$ cat src/rtl/stg_pkg.sv
// Shared definitions for the stage/playfield logic: playfield geometry,
// coordinate width, the hit-manager state encoding and a small helper used by
// the distance comparators.
package stg_pkg;

  localparam int COORD_W = 10;
  localparam int PLAY_W  = 384;
  localparam int PLAY_H  = 448;

  typedef enum logic [1:0] {
    ST_IDLE      = 2'd0,
    ST_PLAY      = 2'd1,
    ST_INVULN    = 2'd2,
    ST_GAME_OVER = 2'd3
  } hit_state_t;

  // Magnitude of a two's-complement coordinate difference. Differences of
  // two in-range coordinates always fit in COORD_W bits of magnitude.
  function automatic logic [COORD_W-1:0] abs_mag(input logic [COORD_W:0] d);
    logic [COORD_W:0] n;
    n = d[COORD_W] ? (~d + (COORD_W+1)'(1)) : d;
    return n[COORD_W-1:0];
  endfunction

endpackage

$ cat src/rtl/circle_hit_pipe.sv
// Three-stage circular hit test between two points.
//   clk, reset         : clock, async active-high reset (flushes the pipe)
//   sample             : one-cycle pulse; coordinates are captured this cycle
//   ax, ay, bx, by     : the two centres
//   coll_valid         : one-cycle pulse, three edges after the sample edge
//   coll               : distance^2 < RADIUS^2 for that sample (tangency = miss)
// A new sample while earlier stages are busy discards the older evaluation.
module circle_hit_pipe
  import stg_pkg::*;
#(
  parameter int RADIUS = 52
) (
  input  logic               clk,
  input  logic               reset,
  input  logic               sample,
  input  logic [COORD_W-1:0] ax,
  input  logic [COORD_W-1:0] ay,
  input  logic [COORD_W-1:0] bx,
  input  logic [COORD_W-1:0] by,
  output logic               coll_valid,
  output logic               coll
);

  localparam int SUM_W = 2*COORD_W + 1;
  localparam int SQ_W  = 2*COORD_W;
  localparam logic [SUM_W-1:0] R2 = SUM_W'(RADIUS * RADIUS);

  logic [COORD_W:0]   dx_d, dx_q, dy_d, dy_q;
  logic               s1_vld_d, s1_vld_q;
  logic [SUM_W-1:0]   sum_d, sum_q;
  logic               s2_vld_d, s2_vld_q;
  logic               coll_d, coll_q;
  logic               coll_vld_d, coll_vld_q;
  logic [COORD_W-1:0] mag_x, mag_y;
  logic [SQ_W-1:0]    sq_x, sq_y;

  always_comb begin
    dx_d     = {1'b0, ax} - {1'b0, bx};
    dy_d     = {1'b0, ay} - {1'b0, by};
    s1_vld_d = sample;

    mag_x    = abs_mag(dx_q);
    mag_y    = abs_mag(dy_q);
    sq_x     = SQ_W'(mag_x) * SQ_W'(mag_x);
    sq_y     = SQ_W'(mag_y) * SQ_W'(mag_y);
    sum_d    = {1'b0, sq_x} + {1'b0, sq_y};
    // A fresh sample supersedes whatever is still in flight.
    s2_vld_d = s1_vld_q & ~sample;

    coll_d     = (sum_q < R2);
    coll_vld_d = s2_vld_q & ~sample;
  end

  always_ff @(posedge clk or posedge reset) begin
    if (reset) begin
      dx_q       <= '0;
      dy_q       <= '0;
      s1_vld_q   <= 1'b0;
      sum_q      <= '0;
      s2_vld_q   <= 1'b0;
      coll_q     <= 1'b0;
      coll_vld_q <= 1'b0;
    end else begin
      dx_q       <= dx_d;
      dy_q       <= dy_d;
      s1_vld_q   <= s1_vld_d;
      sum_q      <= sum_d;
      s2_vld_q   <= s2_vld_d;
      coll_q     <= coll_d;
      coll_vld_q <= coll_vld_d;
    end
  end

  assign coll_valid = coll_vld_q;
  assign coll       = coll_q;

endmodule

$ cat src/rtl/moon_hit_ctrl.sv
// Moon/player collision and life manager.
//   clk, reset          : clock, async active-high reset
//   frame_tick          : one pulse per frame; samples coordinates, counts frames
//   start               : start-button pulse (leaves IDLE / GAME_OVER)
//   player_x/y, moon_x/y: centres in playfield coordinates
//   hit                 : one-cycle pulse when a hit is registered
//   lives               : remaining lives
//   invuln, game_over   : state decodes
//   player_visible      : player sprite enable (blinks while invulnerable)
//   state               : current state
//
// state     | meaning
// ----------+-----------------------------------------------------------
// IDLE      | waiting for start, collisions ignored
// PLAY      | collisions from the hit pipe cost a life
// INVULN    | post-hit grace period, sprite blinks, collisions ignored
// GAME_OVER | no lives left, sprite hidden, start restarts the game
module moon_hit_ctrl
  import stg_pkg::*;
#(
  parameter int MOON_R        = 48,
  parameter int PLAYER_R      = 4,
  parameter int INIT_LIVES    = 3,
  parameter int INVULN_FRAMES = 120,
  parameter int BLINK_SHIFT   = 2
) (
  input  logic               clk,
  input  logic               reset,
  input  logic               frame_tick,
  input  logic               start,
  input  logic [COORD_W-1:0] player_x,
  input  logic [COORD_W-1:0] player_y,
  input  logic [COORD_W-1:0] moon_x,
  input  logic [COORD_W-1:0] moon_y,
  output logic               hit,
  output logic [2:0]         lives,
  output logic               invuln,
  output logic               player_visible,
  output logic               game_over,
  output logic [1:0]         state
);

  localparam int INV_W   = $clog2(INVULN_FRAMES + 1);
  localparam int BLINK_W = BLINK_SHIFT + 1;

  hit_state_t         state_d, state_q;
  logic [2:0]         lives_d, lives_q;
  logic [INV_W-1:0]   inv_cnt_d, inv_cnt_q;
  logic [BLINK_W-1:0] blink_cnt_d, blink_cnt_q;
  logic               hit_d, hit_q;
  logic               vis_d, vis_q;
  logic               coll_valid, coll;

  circle_hit_pipe #(
    .RADIUS(MOON_R + PLAYER_R)
  ) u_pipe (
    .clk       (clk),
    .reset     (reset),
    .sample    (frame_tick),
    .ax        (player_x),
    .ay        (player_y),
    .bx        (moon_x),
    .by        (moon_y),
    .coll_valid(coll_valid),
    .coll      (coll)
  );

  always_comb begin
    state_d     = state_q;
    lives_d     = lives_q;
    inv_cnt_d   = inv_cnt_q;
    blink_cnt_d = blink_cnt_q;
    hit_d       = 1'b0;
    vis_d       = vis_q;

    case (state_q)
      ST_IDLE: begin
        if (start) begin
          state_d = ST_PLAY;
          lives_d = 3'(INIT_LIVES);
          vis_d   = 1'b1;
        end
      end
      ST_PLAY: begin
        // start is deliberately not looked at here
        if (coll_valid && coll) begin
          hit_d = 1'b1;
          if (lives_q == 3'd1) begin
            lives_d = 3'd0;
            state_d = ST_GAME_OVER;
            vis_d   = 1'b0;
          end else begin
            lives_d     = lives_q - 3'd1;
            inv_cnt_d   = INV_W'(INVULN_FRAMES);
            blink_cnt_d = '0;
            state_d     = ST_INVULN;
            vis_d       = 1'b1;
          end
        end
      end
      ST_INVULN: begin
        if (frame_tick) begin
          inv_cnt_d   = inv_cnt_q - INV_W'(1);
          blink_cnt_d = blink_cnt_q + BLINK_W'(1);
          vis_d       = ~blink_cnt_d[BLINK_SHIFT];
          if (inv_cnt_q <= INV_W'(1)) begin
            state_d = ST_PLAY;
            vis_d   = 1'b1;
          end
        end
      end
      ST_GAME_OVER: begin
        vis_d = 1'b0;
        if (start) begin
          state_d = ST_PLAY;
          lives_d = 3'(INIT_LIVES);
          vis_d   = 1'b1;
        end
      end
      default: state_d = ST_IDLE;
    endcase
  end

  always_ff @(posedge clk or posedge reset) begin
    if (reset) begin
      state_q     <= ST_IDLE;
      lives_q     <= 3'(INIT_LIVES);
      inv_cnt_q   <= '0;
      blink_cnt_q <= '0;
      hit_q       <= 1'b0;
      vis_q       <= 1'b1;
    end else begin
      state_q     <= state_d;
      lives_q     <= lives_d;
      inv_cnt_q   <= inv_cnt_d;
      blink_cnt_q <= blink_cnt_d;
      hit_q       <= hit_d;
      vis_q       <= vis_d;
    end
  end

  assign hit            = hit_q;
  assign lives          = lives_q;
  assign invuln         = (state_q == ST_INVULN);
  assign game_over      = (state_q == ST_GAME_OVER);
  assign player_visible = vis_q;
  assign state          = state_q;

endmodule

$ cat config.mk
export PLATFORM = sky130hd
export DESIGN_NAME = moon_hit_ctrl
export DESIGN_NICKNAME = d
export VERILOG_FILES = /design/src/rtl/stg_pkg.sv /design/src/rtl/circle_hit_pipe.sv /design/src/rtl/moon_hit_ctrl.sv
export SDC_FILE = /design/constraint.sdc
export NUM_CORES = 1
export LEC_CHECK = 0
export CELL_PAD_IN_SITES_DETAIL_PLACEMENT = 0
export CELL_PAD_IN_SITES_GLOBAL_PLACEMENT = 1
export CORE_MARGIN = 2
export CORE_UTILIZATION = 52
export CTS_CLUSTER_DIAMETER = 200
export DETAILED_ROUTE_END_ITERATION = 7
export PLACE_DENSITY = 0.95
export SLEW_MARGIN = 10
export SYNTH_ARGS = -nofsm -noshare
export SYNTH_HDL_FRONTEND = slang
export SYNTH_SLANG_ARGS = --single-unit
$ cat constraint.sdc
create_clock -name clk -period 17.53 [get_ports clk]
set_input_delay 3.506 -clock clk [delete_from_list [all_inputs] [get_ports clk]]
set_output_delay 3.506 -clock clk [all_outputs]
set_load 0.02 [all_outputs]
Word level (Yosys, flattened, before mapping)
Cells that the tools add are included.
W data, S select, Z words.
{"block": "op_classes", "add_sub_neg": 8, "n_mul": 2, "magnitude_cmp": 2, "eq_ne": 10, "mux": 29, "bitwise": 6, "n_reduce_logical": 9}
{"op": "$mul A10 B10 Y20", "count": 2}
{"op": "$sub A10 B10 Y11", "count": 2}
{"op": "$add A20 B20 Y21", "count": 1}
{"op": "$lt A21 B12 Y1 const B", "count": 1}
{"op": "$mux W7", "count": 3}
{"op": "$add A10 B1 Y10 const B", "count": 2}
{"op": "$mux W10", "count": 2}
{"op": "$not A10 Y10", "count": 2}
{"op": "$mux W3", "count": 6}
{"op": "$pmux W7 S2", "count": 1}
{"op": "$pmux W3 S2", "count": 2}
{"op": "$mux W1", "count": 9}
{"op": "$mux W2", "count": 4}
{"op": "$ne A2 B2 Y1 const B", "count": 4}
{"op": "$reduce_and A4 Y1", "count": 2}
{"op": "$le A7 B1 Y1 const B", "count": 1}
{"op": "$sub A7 B1 Y7 const B", "count": 1}
{"op": "$pmux W2 S3", "count": 1}
{"op": "$reduce_and A3 Y1", "count": 2}
{"op": "$eq A2 B2 Y1 const B", "count": 2}
{"op": "$ne A2 B1 Y1 const B", "count": 2}
{"op": "$pmux W1 S4", "count": 1}
{"op": "$reduce_bool A2 Y1", "count": 2}
{"op": "$add A3 B1 Y3 const B", "count": 1}
{"op": "8 further kinds", "count": 10}
{"block": "word_totals", "register_bits": 64, "wordCells": 79}

Longest topological paths before layout
Gate-level depths: netlist of run 1.
{"block": "logic_depth", "word_depth": 5, "ltp_mapped": 30, "mapped_depth_nobuf": 29}

Hierarchy
From an unflattened synthesis of run 1, not the netlist that was laid out.
{"block": "hier_totals", "cells_unflattened": 960, "area_unflattened_um2": 8954.8}
{"mod": "circle_hit_pipe", "n_inst": 1, "cells_each": 853, "area_each_um2": 7933.9}
{"mod": "moon_hit_ctrl", "n_inst": 1, "cells_each": 107, "area_each_um2": 1021.0}

Worst setup path after synthesis of run 1
Ideal clock, no wire load.
{"block": "synth_timing", "path_type": "register to register", "startpoint": "reg u_pipe.dy_q[0]", "endpoint": "reg u_pipe.sum_q[20]", "setup_ns": 0.080, "arrival_ns": 7.195, "required_time_ns": 17.450, "path_slack_ns": 10.255, "stages_incl_launch_ff": 24, "path_buffers": 0, "cell_sequence": "dfrtp_1 -> or3_1 -> or3_1 -> o31a_1 -> xor2_1 -> nand2_1 -> fa_1 -> fa_1 -> inv_1 -> fa_1 -> fa_1 -> fa_1 -> fa_1 -> inv_1 -> fa_1 -> inv_1 -> ha_1 -> a21oi_1 -> nor2_1 -> o41ai_1 -> o21ai_2 -> o311a_4 -> a221oi_2 -> xnor2_1"}
{"block": "synth_via", "elab_chain_len": 5}
{"element": "start, declared", "line": "circle_hit_pipe.sv:28", "text": "logic [COORD_W:0] dx_d, dx_q, dy_d, dy_q;"}
{"element": "start signal, assigned", "line": "circle_hit_pipe.sv:65", "text": "dy_q <= dy_d;"}
{"element": "$not A10 Y10", "line": "stg_pkg.sv:21", "text": "n = d[COORD_W] ? (~d + (COORD_W+1)'(1)) : d;"}
{"element": "$add A10 B1 Y10", "line": "stg_pkg.sv:21"}
{"element": "$mux W10 (*)", "line": "stg_pkg.sv:21"}
{"element": "$mul A10 B10 Y20 (*)", "line": "circle_hit_pipe.sv:45", "text": "sq_y = SQ_W'(mag_y) * SQ_W'(mag_y);"}
{"element": "$add A20 B20 Y21 (*)", "line": "circle_hit_pipe.sv:46", "text": "sum_d = {1'b0, sq_x} + {1'b0, sq_y};"}
{"element": "via u_pipe.sum_d[20]", "line": "circle_hit_pipe.sv:30", "text": "logic [SUM_W-1:0] sum_d, sum_q;"}
{"element": "end signal, assigned", "line": "circle_hit_pipe.sv:67", "text": "sum_q <= sum_d;"}
{"element": "end, declared", "line": "circle_hit_pipe.sv:30"}
The timed path passes the listed nets; every way through them passes the cells marked *.
A chain may end at the register's enable or synchronous reset.

Final worst setup path of run 1
{"block": "layout_timing", "startpoint": "reg u_pipe.dx_q[0]", "endpoint": "reg u_pipe.sum_q[20]"}
{"block": "layout_via", "elab_chain_len": 5}
{"element": "start, declared", "line": "circle_hit_pipe.sv:28"}
{"element": "start signal, assigned", "line": "circle_hit_pipe.sv:56", "text": "dx_q <= '0;"}
{"element": "start signal, assigned", "line": "circle_hit_pipe.sv:64", "text": "dx_q <= dx_d;"}
{"element": "$not A10 Y10", "line": "stg_pkg.sv:21"}
{"element": "$add A10 B1 Y10", "line": "stg_pkg.sv:21"}
{"element": "$mux W10 (*)", "line": "stg_pkg.sv:21"}
{"element": "$mul A10 B10 Y20 (*)", "line": "circle_hit_pipe.sv:44", "text": "sq_x = SQ_W'(mag_x) * SQ_W'(mag_x);"}
{"element": "$add A20 B20 Y21 (*)", "line": "circle_hit_pipe.sv:46"}
{"element": "via u_pipe.sum_d[20]", "line": "circle_hit_pipe.sv:30"}
Marked as above.

==> results of run 1 <==
==> placed cells by master, fill, tap and decap left out, types with 3 or more instances in the layout <==
cell type,instances
fa_1,131
nor3_1,6
or4_1,3
nand3_1,10
inv_2,6
clkbuf_16,9
nand2b_1,10
nor2_1,76
mux2i_1,3
xor2_1,25
or3_1,5
nor2b_1,12
nand2_1,79
ha_1,117
inv_1,235
o31a_1,3
dfrtp_1,57
o21ai_1,4
a31oi_1,4
a21oi_1,26
dfstp_2,3
a21o_1,13
o21ai_0,27
o31ai_1,3
xnor2_1,32
clkdlybuf4s50_1,52
a211oi_1,4
and3_1,4
==> flip-flops by register name (all words and copies together) (netlist names) <==
register / flops
state: 2
lives: 3
u_pipe.s1_vld_q: 1
u_pipe.sum_q: 17
inv_cnt_q: 7
blink_cnt_q: 3
u_pipe.s2_vld_q: 1
u_pipe.coll_valid: 1
u_pipe.dy_q: 11
u_pipe.coll: 1
player_visible: 1
hit: 1
u_pipe.dx_q: 11
==> worst register-to-register path, cell delays in order (launching register included) <==
cell	delay, ps
dfrtp_1	500
or4_4	630
o21ai_1	170
xor2_1	560
inv_2	200
nand2_1	150
inv_1	70
fa_1	480
fa_1	520
inv_1	50
fa_1	520
inv_1	60
fa_1	510
fa_1	440
fa_1	550
inv_1	50
fa_1	500
inv_1	40
ha_1	350
a21oi_1	130
o21ai_0	140
a22oi_2	300
o21ai_2	150
o311a_4	370
a221oi_2	250
xnor2_1	140
==> worst max-delay path by stage <==
stage | from | to | slack (ps) | cells after the start
global route | u_pipe.dx_q[0]$_DFF_PP0_ | u_pipe.sum_q[20]$_DFF_PP0_ | 9270 | 24
global placement | u_pipe.dx_q[0]$_DFF_PP0_ | u_pipe.sum_q[20]$_DFF_PP0_ | 9880 | 26
finish | u_pipe.dx_q[0]$_DFF_PP0_ | u_pipe.sum_q[20]$_DFF_PP0_ | 9630 | 25
CTS | u_pipe.dx_q[0]$_DFF_PP0_ | u_pipe.sum_q[20]$_DFF_PP0_ | 9730 | 27
floorplan | u_pipe.dy_q[0]$_DFF_PP0_ | u_pipe.sum_q[20]$_DFF_PP0_ | 10250 | 23
detailed placement | u_pipe.dx_q[0]$_DFF_PP0_ | u_pipe.sum_q[20]$_DFF_PP0_ | 9750 | 25
==> cell families (layout without fill, tap and decap cells) <==
| family | after synthesis | count (layout) |
|---|---|---|
| adder cells (fa/ha/maj) | 248 | 248 |
| flip-flops | 60 | 60 |
| buffers and inverters | 250 | 313 |
| XOR/XNOR | 59 | 59 |
| AO/OA/AOI/OAI | 107 | 107 |
| multiplexers | 5 | 5 |
| AND/OR/NAND/NOR | 216 | 216 |
==> synthesized netlist by cell type (3+ instances only) <==
| cell | instances | area (µm²) |
|---|---|---|
| nor2b_1 | 12 | 75.07 |
| clkbuf_1 | 5 | 18.77 |
| o31ai_1 | 3 | 22.52 |
| a211oi_1 | 4 | 30.03 |
| nand3_1 | 10 | 50.05 |
| ha_1 | 117 | 1464 |
| xnor2_1 | 32 | 280.3 |
| dfstp_2 | 3 | 78.83 |
| a31oi_1 | 4 | 25.02 |
| o31a_1 | 3 | 26.28 |
| o21ai_1 | 4 | 20.02 |
| nand2_1 | 79 | 296.5 |
| xor2_1 | 25 | 219.0 |
| inv_2 | 5 | 18.77 |
| or3_1 | 5 | 31.28 |
| nand2b_1 | 10 | 62.56 |
| inv_1 | 236 | 885.9 |
| nor2_1 | 76 | 285.3 |
| a21oi_1 | 26 | 130.1 |
| a21o_1 | 13 | 97.59 |
| nor3_1 | 6 | 30.03 |
| dfrtp_1 | 57 | 1426 |
| and3_1 | 4 | 25.02 |
| mux2i_1 | 3 | 30.03 |
| o21ai_0 | 27 | 135.1 |
| or4_1 | 3 | 22.52 |
| fa_1 | 131 | 2623 |
==> cell type report <==
class                      instances  area (µm²)
fill                            1459        6689
multi-input combinational        635        6362
sequential                        60        1505
inverter                         243       912.1
timing repair buffer              54       535.5
tap                              220       275.3
clock buffer                      12       256.5
clock inverter                     4       47.55
==> metrics by stage <==
step | worst slack, ps | util (%)
2_1_floorplan | 10250 | -
3_3_place_gp | 9882 | 57.83
3_5_place_dp | 9750 | 57.83
4_1_cts | 9731 | 59.67
5_1_grt | 9268 | 59.67
6_report | 9630 | 59.67
==> metal layers <==
layer | vias to the layer above | track usage [%] | wire, µm
met2 | 105 | 36.03 | 8652
met3 | 28 | 4.649 | 800
met1 | 3044 | 27.82 | 7566
met4 | 0 | 6.667 | 413
li1 | 3027 | - | -
met5 | - | 0 | 0
==> flow_metrics.env, run 1 <==
export IMPL_outcome="finished clean"
export IMPL_critPathMaxStageDelay_ps=630
export IMPL_via_per_inst=5.052
export IMPL_drive_gt1_share_pct=4.167
export IMPL_synth_xor_area_share_pct=6.028
export IMPL_initial_core_util_pct=53.19
export IMPL_critPathBufInv=6
export IMPL_max_freq_mhz=126.6
export IMPL_synth_edf_count=0
export IMPL_overflow=0
export IMPL_grt_setup_unrepaired="false"
export IMPL_post_drt_wl_per_cell_um=14.20
export IMPL_crit_fanout=9
export IMPL_synth_nets=1237
export IMPL_path_delay_family="adder cells"
export IMPL_cts_tree="done"
export IMPL_synth_cell_area_mm2=0.008821
export IMPL_min_path_cells=1
export IMPL_layout_cells_non_filler=1228
export IMPL_post_cts_buffers=0
export IMPL_synth_ff_type="dfrtp_1"
export IMPL_ys_warn_count=0
export IMPL_h_tree_depth=3
export IMPL_synth_cell_types=59
export IMPL_crit_top_cell="fa_1"
export IMPL_cts_max_path_buffers=2
export IMPL_cts_clk_slew_worst_paths_ps=50
export IMPL_period_minus_slack_ps=7900
export IMPL_die_area_mm2=0.01802
export IMPL_drt_iter0_drc=367
export IMPL_finalWeightedCongestion=0.9020
export IMPL_worst_pin_slew_ps=928.6
export IMPL_grt_util_all_layers_pct=21.42
export IMPL_synth_async_sr_flop_share_pct=100.0
export IMPL_setup_violations=0
export IMPL_fin_nets=1295
export IMPL_vias=6204
export IMPL_reg2reg_setup_slack_ps=9630
export IMPL_whs_endpoint="u_pipe.coll$_DFF_PP0_"
export IMPL_r2r_cells=25
export IMPL_routed_wl_um=17430
export IMPL_setup_tns_ps=0
export IMPL_ant_nets=0
export IMPL_worst_setup_path_type="register to register"
export IMPL_root_buffer="clkbuf_16"
export IMPL_period_share_pct=45.07
export IMPL_crit_required_ps=17800
export IMPL_arrival_ps=8170
export IMPL_area_growth_pct=12.17
export IMPL_fp_dieW_um=134.2
export IMPL_core_mm2=0.01658
export IMPL_grt_max_degree=61
export IMPL_whs_ps=471.0
export IMPL_synthSimpleGateAreaFrac_pct=10.84
export IMPL_synth_compound_area_share_pct=8.213
export IMPL_worst_setup_path_end_kind="register"
export IMPL_cap_violations=0
export IMPL_fin_skew_ps=9.566
export IMPL_dpl_instance_area_mm2=0.009590
export IMPL_postCtsHoldBufs=0
export IMPL_hold_viol_final=0
export IMPL_io_buffers=52
export IMPL_synth_area_mux_share_pct=0.7234
export IMPL_diodes=0
export IMPL_grt_pass1_wl_um=30330
export IMPL_io_pins=53
export IMPL_synthAdderAreaFrac_pct=46.33
export IMPL_ys_ff_latch=60
export IMPL_cts_resized_gates=0
export IMPL_worstHoldStart="u_pipe.sum_q[11]$_DFF_PP0_"
export IMPL_route_detailed_drc=0
export IMPL_reg2reg_to="u_pipe.sum_q[20]$_DFF_PP0_"
export IMPL_insertion_delay_ps=340
export IMPL_design_area_mm2=0.009894
export IMPL_cts_sinks=60
export IMPL_r2r_start="u_pipe.dx_q[0]$_DFF_PP0_"
export IMPL_dp_cells=1212
export IMPL_ys_seq_area_share_pct=17.06
export IMPL_start_kind="register"
export IMPL_dieHeight_um=134.2
export IMPL_slew_headroom_pct=37.65
export IMPL_drv_slew=0
export IMPL_syn_inst=945
export IMPL_grt_pass1_vias=6477
export IMPL_cts_buffers=9
export IMPL_antenna_found_initial=0
export IMPL_crit_slowest_cell="or4_4"
export IMPL_first_pass_iters=4
export IMPL_rows=47
export IMPL_synth_top_family_by_area="adder cells"
export IMPL_hold_class="register to register"
export IMPL_avgSynthCellArea_um2=9.334
export IMPL_dp_hpwl_um=14800
Power of run 1 is left out: the tool's default activity adds up to more than one toggle a clock period on the data nets, which glitch-free logic cannot reach.
==> run 2, diff against run 1 <==
--- a/config.mk
+++ b/config.mk
@@ -8,10 +8,10 @@
 export CELL_PAD_IN_SITES_DETAIL_PLACEMENT = 0
 export CELL_PAD_IN_SITES_GLOBAL_PLACEMENT = 1
 export CORE_MARGIN = 2
-export CORE_UTILIZATION = 52
+export CORE_UTILIZATION = 44
 export CTS_CLUSTER_DIAMETER = 200
 export DETAILED_ROUTE_END_ITERATION = 7
-export PLACE_DENSITY = 0.95
+export PLACE_DENSITY = 0.91
 export SLEW_MARGIN = 10
 export SYNTH_ARGS = -nofsm -noshare
 export SYNTH_HDL_FRONTEND = slang
==> constraint.sdc (replaced) <==
create_clock -name clk -period 6.4 [get_ports clk]
set_input_delay 1.28 -clock clk [delete_from_list [all_inputs] [get_ports clk]]
set_output_delay 1.28 -clock clk [all_outputs]
set_load 0.02 [all_outputs]
==> flow_metrics.env, run 2 (synthesis gave the netlist of run 1 again) <==
export IMPL_path_cells="or3_4, or3_4, o31a_1, xor2_2, nand2_2, fa_1, fa_1, inv_1, fa_1, fa_1, fa_1, fa_1, inv_1, fa_1, inv_2, ha_4, a21oi_4, nor2_4, o41ai_4, o21ai_2, o311a_4, a221oi_2, xnor2_1"
export IMPL_slew_headroom_pct=30.28
export IMPL_layout_commonest_cell="inv_1"
export IMPL_grt_max_degree=61
export IMPL_violations="DRC, setup timing"
export IMPL_dp_hpwl_um=16020
export IMPL_area_growth_pct=30.17
export IMPL_fp_dieW_um=145.6
export IMPL_fin_ws_ps=-732.8
export IMPL_worst_setup_path_type="register to register"
export IMPL_route_detailed_drc=8
export IMPL_routed_wl_um=20210
export IMPL_cp_startpoint="u_pipe.dy_q[3]$_DFF_PP0_"
export IMPL_fill_cells=1634
export IMPL_max_freq_mhz=140.2
export IMPL_io_pins=53
export IMPL_drive_gt1_share_pct=22.47
export IMPL_reg2reg_to="u_pipe.sum_q[20]$_DFF_PP0_"
export IMPL_final_cell_mix="inv_1 (226), buf_4 (133), fa_1 (123)"
export IMPL_grt_pass1_wl_um=33220
export IMPL_cts_tree="done"
export IMPL_diodes=0
export IMPL_hold_class="register to register"
export IMPL_first_pass_iters=7
export IMPL_rows=51
export IMPL_antenna_found_initial=0
export IMPL_largest_reg_flops=17
export IMPL_r2r_cells=23
export IMPL_overflow=0
export IMPL_top_regs="u_pipe.sum_q (17), u_pipe.dx_q (11), u_pipe.dy_q (11)"
export IMPL_arrival_ps=7390
export IMPL_io_buffers=52
export IMPL_die_area_mm2=0.02120
export IMPL_fin_nets=1431
export IMPL_crit_required_ps=6660
export IMPL_insertion_delay_ps=350
export IMPL_cts_clk_slew_worst_paths_ps=60
export IMPL_h_tree_depth=3
export IMPL_reg2reg_setup_slack_ps=-730
export IMPL_worst_pin_slew_ps=1046
export IMPL_grt_util_all_layers_pct=19.49
export IMPL_drt_iter0_drc=305
export IMPL_ant_nets=0
export IMPL_worst_setup_path_end_kind="register"
export IMPL_postCtsHoldBufs=0
export IMPL_start_kind="register"
export IMPL_cts_sinks=60
export IMPL_critPathMaxStageDelay_ps=550
export IMPL_vias=6801
export IMPL_period_share_pct=111.4
export IMPL_initial_core_util_pct=45.03
export IMPL_core_mm2=0.01959
export IMPL_hold_viol_final=0
export IMPL_grt_setup_unrepaired="true"
export IMPL_outcome="complete, but fails checks"
export IMPL_cp_endpoint="u_pipe.sum_q[20]$_DFF_PP0_"
export IMPL_root_buffer="clkbuf_16"
export IMPL_crit_slowest_cell="fa_1"
export IMPL_cap_violations=0
export IMPL_fin_skew_ps=9.694
export IMPL_dieHeight_um=145.6
export IMPL_crit_top_cell="fa_1"
export IMPL_finalWeightedCongestion=0.8994
export IMPL_cts_max_path_buffers=2
export IMPL_r2r_start="u_pipe.dy_q[3]$_DFF_PP0_"
export IMPL_cts_buffers=9
export IMPL_setup_violations=11
export IMPL_largest_register="u_pipe.sum_q"
export IMPL_crit_fanout=5
export IMPL_period_minus_slack_ps=7133
export IMPL_post_drt_wl_per_cell_um=14.34
export IMPL_drv_slew=0
export IMPL_via_per_inst=4.827
export IMPL_grt_pass1_vias=7219
export IMPL_final_util_pct=58.61
-- run 2: area by class of cell --
cell class | instances | area, µm² | area share [%]
multi-input cells | 635 | 6867 | 59.80
repair buffers | 190 | 1575 | 13.72
flip-flops and latches | 60 | 1505 | 13.11
inverters | 243 | 914.6 | 7.966
well taps | 265 | 331.6 | 2.888
clock buffers | 11 | 252.7 | 2.201
clock inverters | 5 | 36.28 | 0.3160
-- run 2: metrics by stage --
| stage | area (µm²) | hold WS (ps) | setup TNS (ps) | std cells | setup WS [ps] |
|---|---|---|---|---|---|
| after floorplan | 8979 | 390.9 | -2241 | 945 | -497.4 |
| after global placement | 10730 | 402.7 | -4829 | 1380 | -665.2 |
| after global routing | 11480 | 451.2 | -8023 | 1409 | -927.1 |
| after CTS | 11250 | 421.4 | -4382 | 1407 | -571.5 |
| final | 11480 | 416.7 | -5630 | 1409 | -732.8 |
| after detailed placement | 10730 | 414.0 | -6101 | 1380 | -792.8 |
-- run 2: how the worst min path moves through the flow --
| stage | start | endpoint | slack [ps] | cells past startpoint |
|---|---|---|---|---|
| detailed placement | u_pipe.sum_q[11]$_DFF_PP0_ | u_pipe.coll$_DFF_PP0_ | 410 | 1 |
| global placement | u_pipe.sum_q[11]$_DFF_PP0_ | u_pipe.coll$_DFF_PP0_ | 400 | 1 |
| CTS | u_pipe.sum_q[11]$_DFF_PP0_ | u_pipe.coll$_DFF_PP0_ | 420 | 1 |
| floorplan | u_pipe.sum_q[11]$_DFF_PP0_ | u_pipe.coll$_DFF_PP0_ | 390 | 1 |
| finish | u_pipe.sum_q[11]$_DFF_PP0_ | u_pipe.coll$_DFF_PP0_ | 420 | 1 |
| global route | u_pipe.sum_q[11]$_DFF_PP0_ | u_pipe.coll$_DFF_PP0_ | 450 | 1 |
-- run 2: worst max-delay path: cells and delay by family (launching register included) --
kind / cells / cell delay [ps]
xor+xnor: 2 / 400
flops: 1 / 390
compound gates: 6 / 1490
buf+inv: 3 / 160
fa+ha+maj: 8 / 3680
simple gates: 4 / 920
-- run 2: per-layer routing --
metal / vias to the layer above / GRT usage (%) / wire [µm]
li1: 3292 / - / -
met1: 3350 / 23.98 / 8461
met2: 117 / 35.09 / 10580
met3: 42 / 2.414 / 521
met4: 0 / 7.255 / 648
met5: - / 0 / 0
-- run 2: what timing repair did --
action | in CTS | in global routing
endpoints found under the setup margin | 11 | 12
resized for setup | 36 | 43
hold endpoints to repair | 0 | 0
pin swaps | 41 | 42
setup buffers | 11 | 2
Power of run 2 is left out for the same reason.
==> run 3, diff against run 2 <==
--- a/config.mk
+++ b/config.mk
@@ -12,7 +12,7 @@
 export CTS_CLUSTER_DIAMETER = 200
 export DETAILED_ROUTE_END_ITERATION = 7
 export PLACE_DENSITY = 0.91
-export SLEW_MARGIN = 10
+export SLEW_MARGIN = 20
 export SYNTH_ARGS = -nofsm -noshare
 export SYNTH_HDL_FRONTEND = slang
 export SYNTH_SLANG_ARGS = --single-unit
==> results of run 3 <==
Final layout, timing and power as in run 2 (identical DEF).
Power of run 3 is left out for the same reason.
